[src/rtl/baud_pkg.sv]
// ============================================================================
//  Module      : baud_pkg
//  Description : Baud rate table and divisor helpers for baud_controller.
//  Revision    : 1.0  initial release
// ============================================================================
`default_nettype none

package baud_pkg;

  localparam int unsigned BAUD_CLK_HZ_DEFAULT = 100_000_000;
  localparam int unsigned BAUD_OS_DEFAULT     = 16;

  localparam int unsigned BAUD_RATES [8] = '{
    300, 1200, 4800, 9600, 19200, 38400, 57600, 115200
  };

  // Rounded divisor: (clk + os*baud/2) / (os*baud), done in 64 bits.
  function automatic int unsigned baud_divisor(input int unsigned clk_hz,
                                               input int unsigned os,
                                               input logic [2:0]  sel);
    longint unsigned den;
    den = 64'(os) * 64'(BAUD_RATES[sel]);
    return 32'((64'(clk_hz) + den / 2) / den);
  endfunction

  function automatic int unsigned baud_max_divisor(input int unsigned clk_hz,
                                                   input int unsigned os);
    int unsigned m;
    m = 0;
    for (int i = 0; i < 8; i++) begin
      if (baud_divisor(clk_hz, os, 3'(i)) > m) m = baud_divisor(clk_hz, os, 3'(i));
    end
    return m;
  endfunction

  localparam int unsigned BAUD_MAX_DIVISOR =
    baud_max_divisor(BAUD_CLK_HZ_DEFAULT, BAUD_OS_DEFAULT);

endpackage

`default_nettype wire

[src/rtl/baud_controller_rom.sv]
// ============================================================================
//  Module      : baud_divisor_rom
//  Description : Constant lookup of baud code to divisor-minus-one.
//  Revision    : 1.0  initial release
// ============================================================================
`default_nettype none

module baud_divisor_rom
  import baud_pkg::*;
#(
  parameter int unsigned CLK_FREQ_HZ = BAUD_CLK_HZ_DEFAULT,
  parameter int unsigned OVERSAMPLE  = BAUD_OS_DEFAULT,
  parameter int unsigned CNT_W       = 16
) (
  input  logic [2:0]       i_sel,
  output logic [CNT_W-1:0] o_div_m1
);

  logic [CNT_W-1:0] w_rom [8];

  for (genvar g = 0; g < 8; g++) begin : g_rom
    assign w_rom[g] = CNT_W'(baud_divisor(CLK_FREQ_HZ, OVERSAMPLE, 3'(g)) - 1);
  end

  assign o_div_m1 = w_rom[i_sel];

endmodule

`default_nettype wire

[src/rtl/baud_controller.sv]
// ============================================================================
//  Module      : baud_controller
//  Description : UART oversample strobe generator; optional bit tick output
//                enabled by defining BAUD_BIT_TICK_EN.
//  Revision    : 1.0  initial release
// ============================================================================
`default_nettype none

module baud_controller
  import baud_pkg::*;
#(
  parameter int unsigned CLK_FREQ_HZ = BAUD_CLK_HZ_DEFAULT,
  parameter int unsigned OVERSAMPLE  = BAUD_OS_DEFAULT,
  parameter int unsigned CNT_W       = 16
) (
  input  logic       clk,
  input  logic       reset,
  input  logic [2:0] baud_select,
  output logic       sample_ENABLE
`ifdef BAUD_BIT_TICK_EN
  ,
  output logic       bit_ENABLE
`endif
);

  if (64'(baud_max_divisor(CLK_FREQ_HZ, OVERSAMPLE)) > (64'd1 << CNT_W)) begin : g_cnt_w_check
    $error("baud_controller: CNT_W too narrow for the largest divisor");
  end

  // Declaration values give the zero power-up state when reset is never used.
  logic [CNT_W-1:0] r_cnt    = '0;
  logic [2:0]       r_sel_q  = '0;
  logic             r_sample = 1'b0;

  logic [CNT_W-1:0] w_div_m1;
  logic             w_sel_change;
  logic             w_wrap;

  baud_divisor_rom #(
    .CLK_FREQ_HZ (CLK_FREQ_HZ),
    .OVERSAMPLE  (OVERSAMPLE),
    .CNT_W       (CNT_W)
  ) u_rom (
    .i_sel    (r_sel_q),
    .o_div_m1 (w_div_m1)
  );

  assign w_sel_change = (baud_select != r_sel_q);
  assign w_wrap       = (r_cnt == w_div_m1);

  // A selection change wins over a wrap landing on the same edge.
  always_ff @(posedge clk or posedge reset) begin
    if (reset) begin
      r_cnt    <= '0;
      r_sel_q  <= '0;
      r_sample <= 1'b0;
    end else begin
      r_sel_q <= baud_select;
      if (w_sel_change) begin
        r_cnt    <= '0;
        r_sample <= 1'b0;
      end else if (w_wrap) begin
        r_cnt    <= '0;
        r_sample <= 1'b1;
      end else begin
        r_cnt    <= r_cnt + CNT_W'(1);
        r_sample <= 1'b0;
      end
    end
  end

  assign sample_ENABLE = r_sample;

`ifdef BAUD_BIT_TICK_EN
  localparam logic [3:0] c_tick_last = 4'(OVERSAMPLE - 1);

  logic [3:0] r_tick_cnt = '0;
  logic       r_bit      = 1'b0;

  always_ff @(posedge clk or posedge reset) begin
    if (reset) begin
      r_tick_cnt <= '0;
      r_bit      <= 1'b0;
    end else if (w_sel_change) begin
      r_tick_cnt <= '0;
      r_bit      <= 1'b0;
    end else if (w_wrap) begin
      r_bit      <= (r_tick_cnt == c_tick_last);
      r_tick_cnt <= (r_tick_cnt == c_tick_last) ? 4'd0 : r_tick_cnt + 4'd1;
    end else begin
      r_bit <= 1'b0;
    end
  end

  assign bit_ENABLE = r_bit;
`endif

endmodule

`default_nettype wire

[config.mk]
export PLATFORM = sky130hd
export DESIGN_NAME = baud_controller
export DESIGN_NICKNAME = d
export VERILOG_FILES = /design/src/rtl/baud_pkg.sv /design/src/rtl/baud_controller_rom.sv /design/src/rtl/baud_controller.sv
export SDC_FILE = /design/constraint.sdc
export NUM_CORES = 1
export LEC_CHECK = 0
export BUFFER_PORTS_ARGS = -buffer_cell sky130_fd_sc_hd__buf_2
export CAP_MARGIN = 5
export CORE_MARGIN = 10
export CORE_UTILIZATION = 37
export DETAILED_ROUTE_END_ITERATION = 16
export GPL_ROUTABILITY_DRIVEN = 1
export PLACE_DENSITY = 0.59
export SLEW_MARGIN = 5
export SYNTH_ARGS = -nofsm -noshare
export SYNTH_HDL_FRONTEND = slang
export SYNTH_SLANG_ARGS = --single-unit
[constraint.sdc]
create_clock -name clk -period 2 [get_ports clk]
set_input_delay 0.2 -clock clk [delete_from_list [all_inputs] [get_ports clk]]
set_output_delay 0.2 -clock clk [all_outputs]
set_load 0.02 [all_outputs]
======== After elaboration in Yosys (flattened, before gate mapping) ========
Memories as Yosys holds them, arrays and structs flattened.
Cells that the tools add are included.
Widths: inputs -> output; s select.
storage, ports and cells
  register bits ........................... 20
  memory bits (read-only) ................. 128
  output and inout port bits .............. 1
  logic and storage cells ................. 15
  memories kept ........................... 1
memory list
  memory            words  bits a word  read ports  clocked after Yosys merged registers in  wr ports  line                       text
  (name not given)  8      16           1           0                                        0         baud_controller_rom.sv:25  assign o_div_m1 = w_rom[i_sel];
cells by class
  add/subtract/negate cells ............... 1
  magnitude comparators ................... 1
  equal/unequal tests ..................... 2
  muxes and demuxes ....................... 6
  bitwise operators ....................... 1
operators with widths
  kind                   count
  $mux 16                4
  $add 16x1->16 const B  1
  $eq 16x16->1           1
  $ge 4x4->1 const B     1
  $not 3->4              1
  $ne 3x3->1             1
  $mux 1                 2

======== Depth between registers and ports, before layout ========
  depth in word-level cells ............... 7
  mapped depth ............................ 8
  depth with buffers taken out ............ 7

======== By module ========
Synthesis repeated with hierarchy kept, for this count alone.
unflattened totals
  cells, all modules ...................... 138
  area total of the unflattened synthesis .. 1363.8 um2
by module, submodules not included
  module            times used  cells each  area an instance (um2)
  baud_controller   1           107         1123.6
  baud_divisor_rom  1           31          240.2

======== Worst setup path before layout ========
OpenSTA, ideal clock, no wires.
  path type ............................... register to register
  start ................................... reg r_sel_q[0]
  end ..................................... reg r_cnt[10]
  data arrival time ....................... 2.063 ns
  path slack .............................. -0.199 ns
  stages on the path, launching flop included .. 9
  path buffers ............................ 1
  period minus slack after synthesis ...... 2.199 ns
  cell sequence ........................... dfrtp_1 -> inv_1 -> ha_1 -> nor2b_1 -> o32ai_1 -> o2111ai_1 -> nor4b_4 -> buf_6 -> nor3_1
on the way
  word-level cells in the longest chain between the ends .. 7
  elaborated cells on any way between the ends .. 8
  classes of those cells .................. eq/ne (2); mux (4); bitwise (1); memory (1)
ends and longest elaborated chain
  what                                        line                       text
  from (decl)                                 baud_controller.sv:32      logic [2:0] r_sel_q = '0;
  from (signal assigned)                      baud_controller.sv:58      r_sel_q <= baud_select;
  $not 3->4 (not written as such)             baud_controller_rom.sv:25
  $mem_v2 8x16                                --
  $mux 16 (not written as such) (2 in a row)  baud_controller_rom.sv:25
  $eq 16x16->1                                baud_controller.sv:49      assign w_wrap = (r_cnt == w_div_m1);
  $mux 16                                     baud_controller.sv:62      end else if (w_wrap) begin
  $mux 16 (*)                                 baud_controller.sv:59      if (w_sel_change) begin
  to (signal assigned)                        baud_controller.sv:66      r_cnt <= r_cnt + CNT_W'(1);
  to (decl)                                   baud_controller.sv:31      logic [CNT_W-1:0] r_cnt = '0;
Mark *: on every way between the ends. The rest lies on a longest branch, timed or not. The select of a mux whose other input is x is not followed.

======== Final worst setup path ========
  start ................................... reg r_sel_q[0]
  end ..................................... reg r_cnt[0]
The elaborated chain is that of the path after synthesis.

==> reports/qor.yml <==
worst_setup_path:
  crit-reg2reg-launch: "r_sel_q[0]"
  crit_path_max_fanout: 8
  ff2ff_path_depth: 8
  path_depth: 8
  r2r_setup_slack_ns: -0.11
  crit_arrival_ns: 2.25
  crit_required_ns: 2.14
  reg2reg_to: "r_cnt[0]"
  cp-endpoint: "r_cnt[0]"
  startpoint_type: "flop"
  timing.critical_path.buf_inv: 2
  path_cells: "inv_4 > ha_4 > or3_4 > a221o_1 > o22ai_2 > nor4b_4 > buf_4 > nor3_1"
  startpoint: "r_sel_q[0]"
  slowest_delay_ns: 0.45
  path_delay_family: "simple AND/OR/NAND/NOR gates"
  crit_type: "reg2reg"
  crit_slowest_cell: "dfrtp_2"
  end_kind: "flop"
timing:
  grt_setup_unrepaired: "yes"
  worst_pin_slew_ns: 0.7466
  timing.final.ws_setup_ns: -0.1102
  post-route-period-util_pct: 105.5
  final-hold-violation-count: 0
  slew_headroom_pct: 50.17
  setup_viol: 14
  skew_ns: 0.002315
  period_needed_ns: 2.110
  tns_ns: -1.438
  max_freq_mhz: 473.9
  drv_slew: 0
cells_and_area:
  ff_latch_area_um2: 503.0
  finalNetCount: 178
  multi_input_area_um2: 853.3
  fin_cells: 213
  antenna_cells: 0
  synthToLayoutAreaGrowth_pct: 22.17
  layout_commonest_cell: "buf_4"
  drive_above_1_share_pct: 27.27
  fillerInstances: 351
  mostFrequentLayoutCells: "buf_4, dfrtp_1, nor3_1"
place:
  dpl.cell_count: 206
  place_ws_ns: -0.07074
  hpwl_um: 2327
  place_congestion: 0.8417
  io_buffer_count: 5
floorplanning:
  core-area_mm2: 0.003633
  ios: 6
  die_area_mm2: 0.006542
  start_util_pct: 37.74
  rows: 22
  die_w_um: 80.88
  dieHeight_um: 80.88
detailed_routing:
  drtIter0Drc: 75
  viasPerCell: 5.277
  first_pass_iters: 4
  detailroute.via_count: 1124
  ant_nets: 0
  wirelength_um: 3171
  wl_per_cell_um: 14.89
  route.detailed.drc: 0
global_route:
  grt_antenna_before_repair: 0
  busiest_layer: "met2"
  track_usage_pct: 10.47
  first_global_vias: 1182
  gr-usage-met2_pct: 17.91
  grt_max_degree: 21
  grt_overflow: 0
  grt_pass1_wl_um: 5513
  gr-usage-met1_pct: 12.25
  met3_usage_pct: 1.987
clocking:
  clk_pin_slew_worst_paths_ns: 0.07
  cts_made_buffers: 3
  htreeDepth: 1
  insertion_delay_ns: 0.26
  clockBufferDepth: 2
  cts_root_buf: "clkbuf_8"
  cts_sinks: 20
  cts_tree: "done"
  postCtsHoldBufs: 0
synth:
  ys_ff_latch: 20
  synthesis.nets: 156
  avgSynthCellArea_um2: 9.523
  syn-instance-count: 144
  synth_cell_types: 37
  syn_area_mm2: 0.001371
  yosysSeqAreaShare_pct: 36.50
  ys_warn_count: 0
power_and_ir_drop:
  power_density_mw_per_mm2: 523.0
  irDropWorstVdd_mv: 0.3981
  power.leakage_nw: 0.7002
outcome:
  status: "complete, but fails checks"
  violations: "negative setup slack"
min_path:
  hold_class: "in2async"
flow_run:
  maxCapViolCount: 0
per-stage QoR:
stage / hold WS (ns) / cell area, µm² / util (%) / power, mW
6_report: 0.06015 / 1675 / 46.11 / 0.8763
5_1_grt: 0.05251 / 1675 / 46.11 / 0.9220
4_1_cts: 0.06275 / 1662 / 45.73 / 0.8752
3_5_place_dp: 0.3342 / 1582 / 43.53 / 0.5669
3_3_place_gp: 0.3316 / 1582 / 43.53 / 0.5640
2_1_floorplan: 0.1637 / 1423 / - / 0.5227
registers in the layout (all words and copies together), names as in the netlist:
name,flops
r_cnt,16
sample_ENABLE,1
r_sel_q,3
worst min path at each step:
stage | startpoint | end | slack (ns) | depth (start not counted)
final | reset | r_cnt[6] | 0.06 | 2
after global routing | baud_select[2] | r_sel_q[2] | 0.05 | 1
after CTS | baud_select[1] | r_sel_q[1] | 0.06 | 1
after detailed placement | baud_select[2] | r_sel_q[2] | 0.33 | 1
after global placement | baud_select[2] | r_sel_q[2] | 0.33 | 1
after floorplan | reset | r_cnt[0] | 0.16 | 1
cells in the mapped netlist:
master	number	share of area [%]
and4bb_2	1	0.91
nand2_1	6	1.6
a31oi_1	1	0.46
and3b_1	1	0.64
nand2b_4	1	1.0
or3_1	1	0.46
a211o_1	1	0.64
clkbuf_1	4	1.1
buf_6	3	2.5
o32ai_1	1	0.64
a2111oi_2	1	1.1
nand4_1	3	1.4
o2111ai_1	2	1.3
a21o_1	1	0.55
buf_2	1	0.36
a221o_1	1	0.73
and3_1	2	0.91
nand3_1	11	4.0
nor4_1	3	1.4
nor2b_1	2	0.91
o21ai_0	1	0.36
ha_1	7	6.4
xnor2_1	10	6.4
o22ai_2	1	0.91
a21oi_1	1	0.36
xor2_1	12	7.7
o22a_1	1	0.64
o22ai_1	1	0.46
inv_1	7	1.9
nand2b_1	4	1.8
nor3_1	16	5.8
nor2_1	9	2.5
and2_1	1	0.46
dfrtp_1	20	36
a2111oi_0	1	0.64
nor4b_4	1	1.7
mux2i_1	4	2.9
power by group:
part           switching, mW  internal (mW)  total, mW
Clock                  0.134          0.175      0.309
Combinational         0.0723         0.0725      0.145
Sequential            0.0127          0.410      0.422
cells by family after synthesis:
logic type	after synthesis	synth area share (%)
AO/OA/AOI/OAI	14	8.759
XOR/XNOR	22	14.05
adder cells (fa/ha/maj)	7	6.387
buffers and inverters	15	5.839
flip-flops	20	36.50
multiplexers	4	2.920
AND/OR/NAND/NOR	62	25.55
final cells by class:
type                    count  share of cell area [%]
clock buffers               4                   3.286
multi-input cells         109                   50.93
repair buffers             25                   10.46
inverters                   7                   1.718
well taps                  48                   3.585
flip-flops and latches     20                   30.02
timing repair:
item | in CTS | in global routing
gates resized for setup | 2 | 2
pin swaps | 2 | 1
buffers inserted | 2 | 1
setup endpoints to repair | 14 | 15
per-layer routing:
layer / share of wire (%) / vias up
met5: 0 / -
met4: 1.6 / 0
met3: 2.0 / 6
met2: 51 / 12
met1: 45 / 557
li1: - / 549
Note: power is estimated with default switching activity, not from simulation.
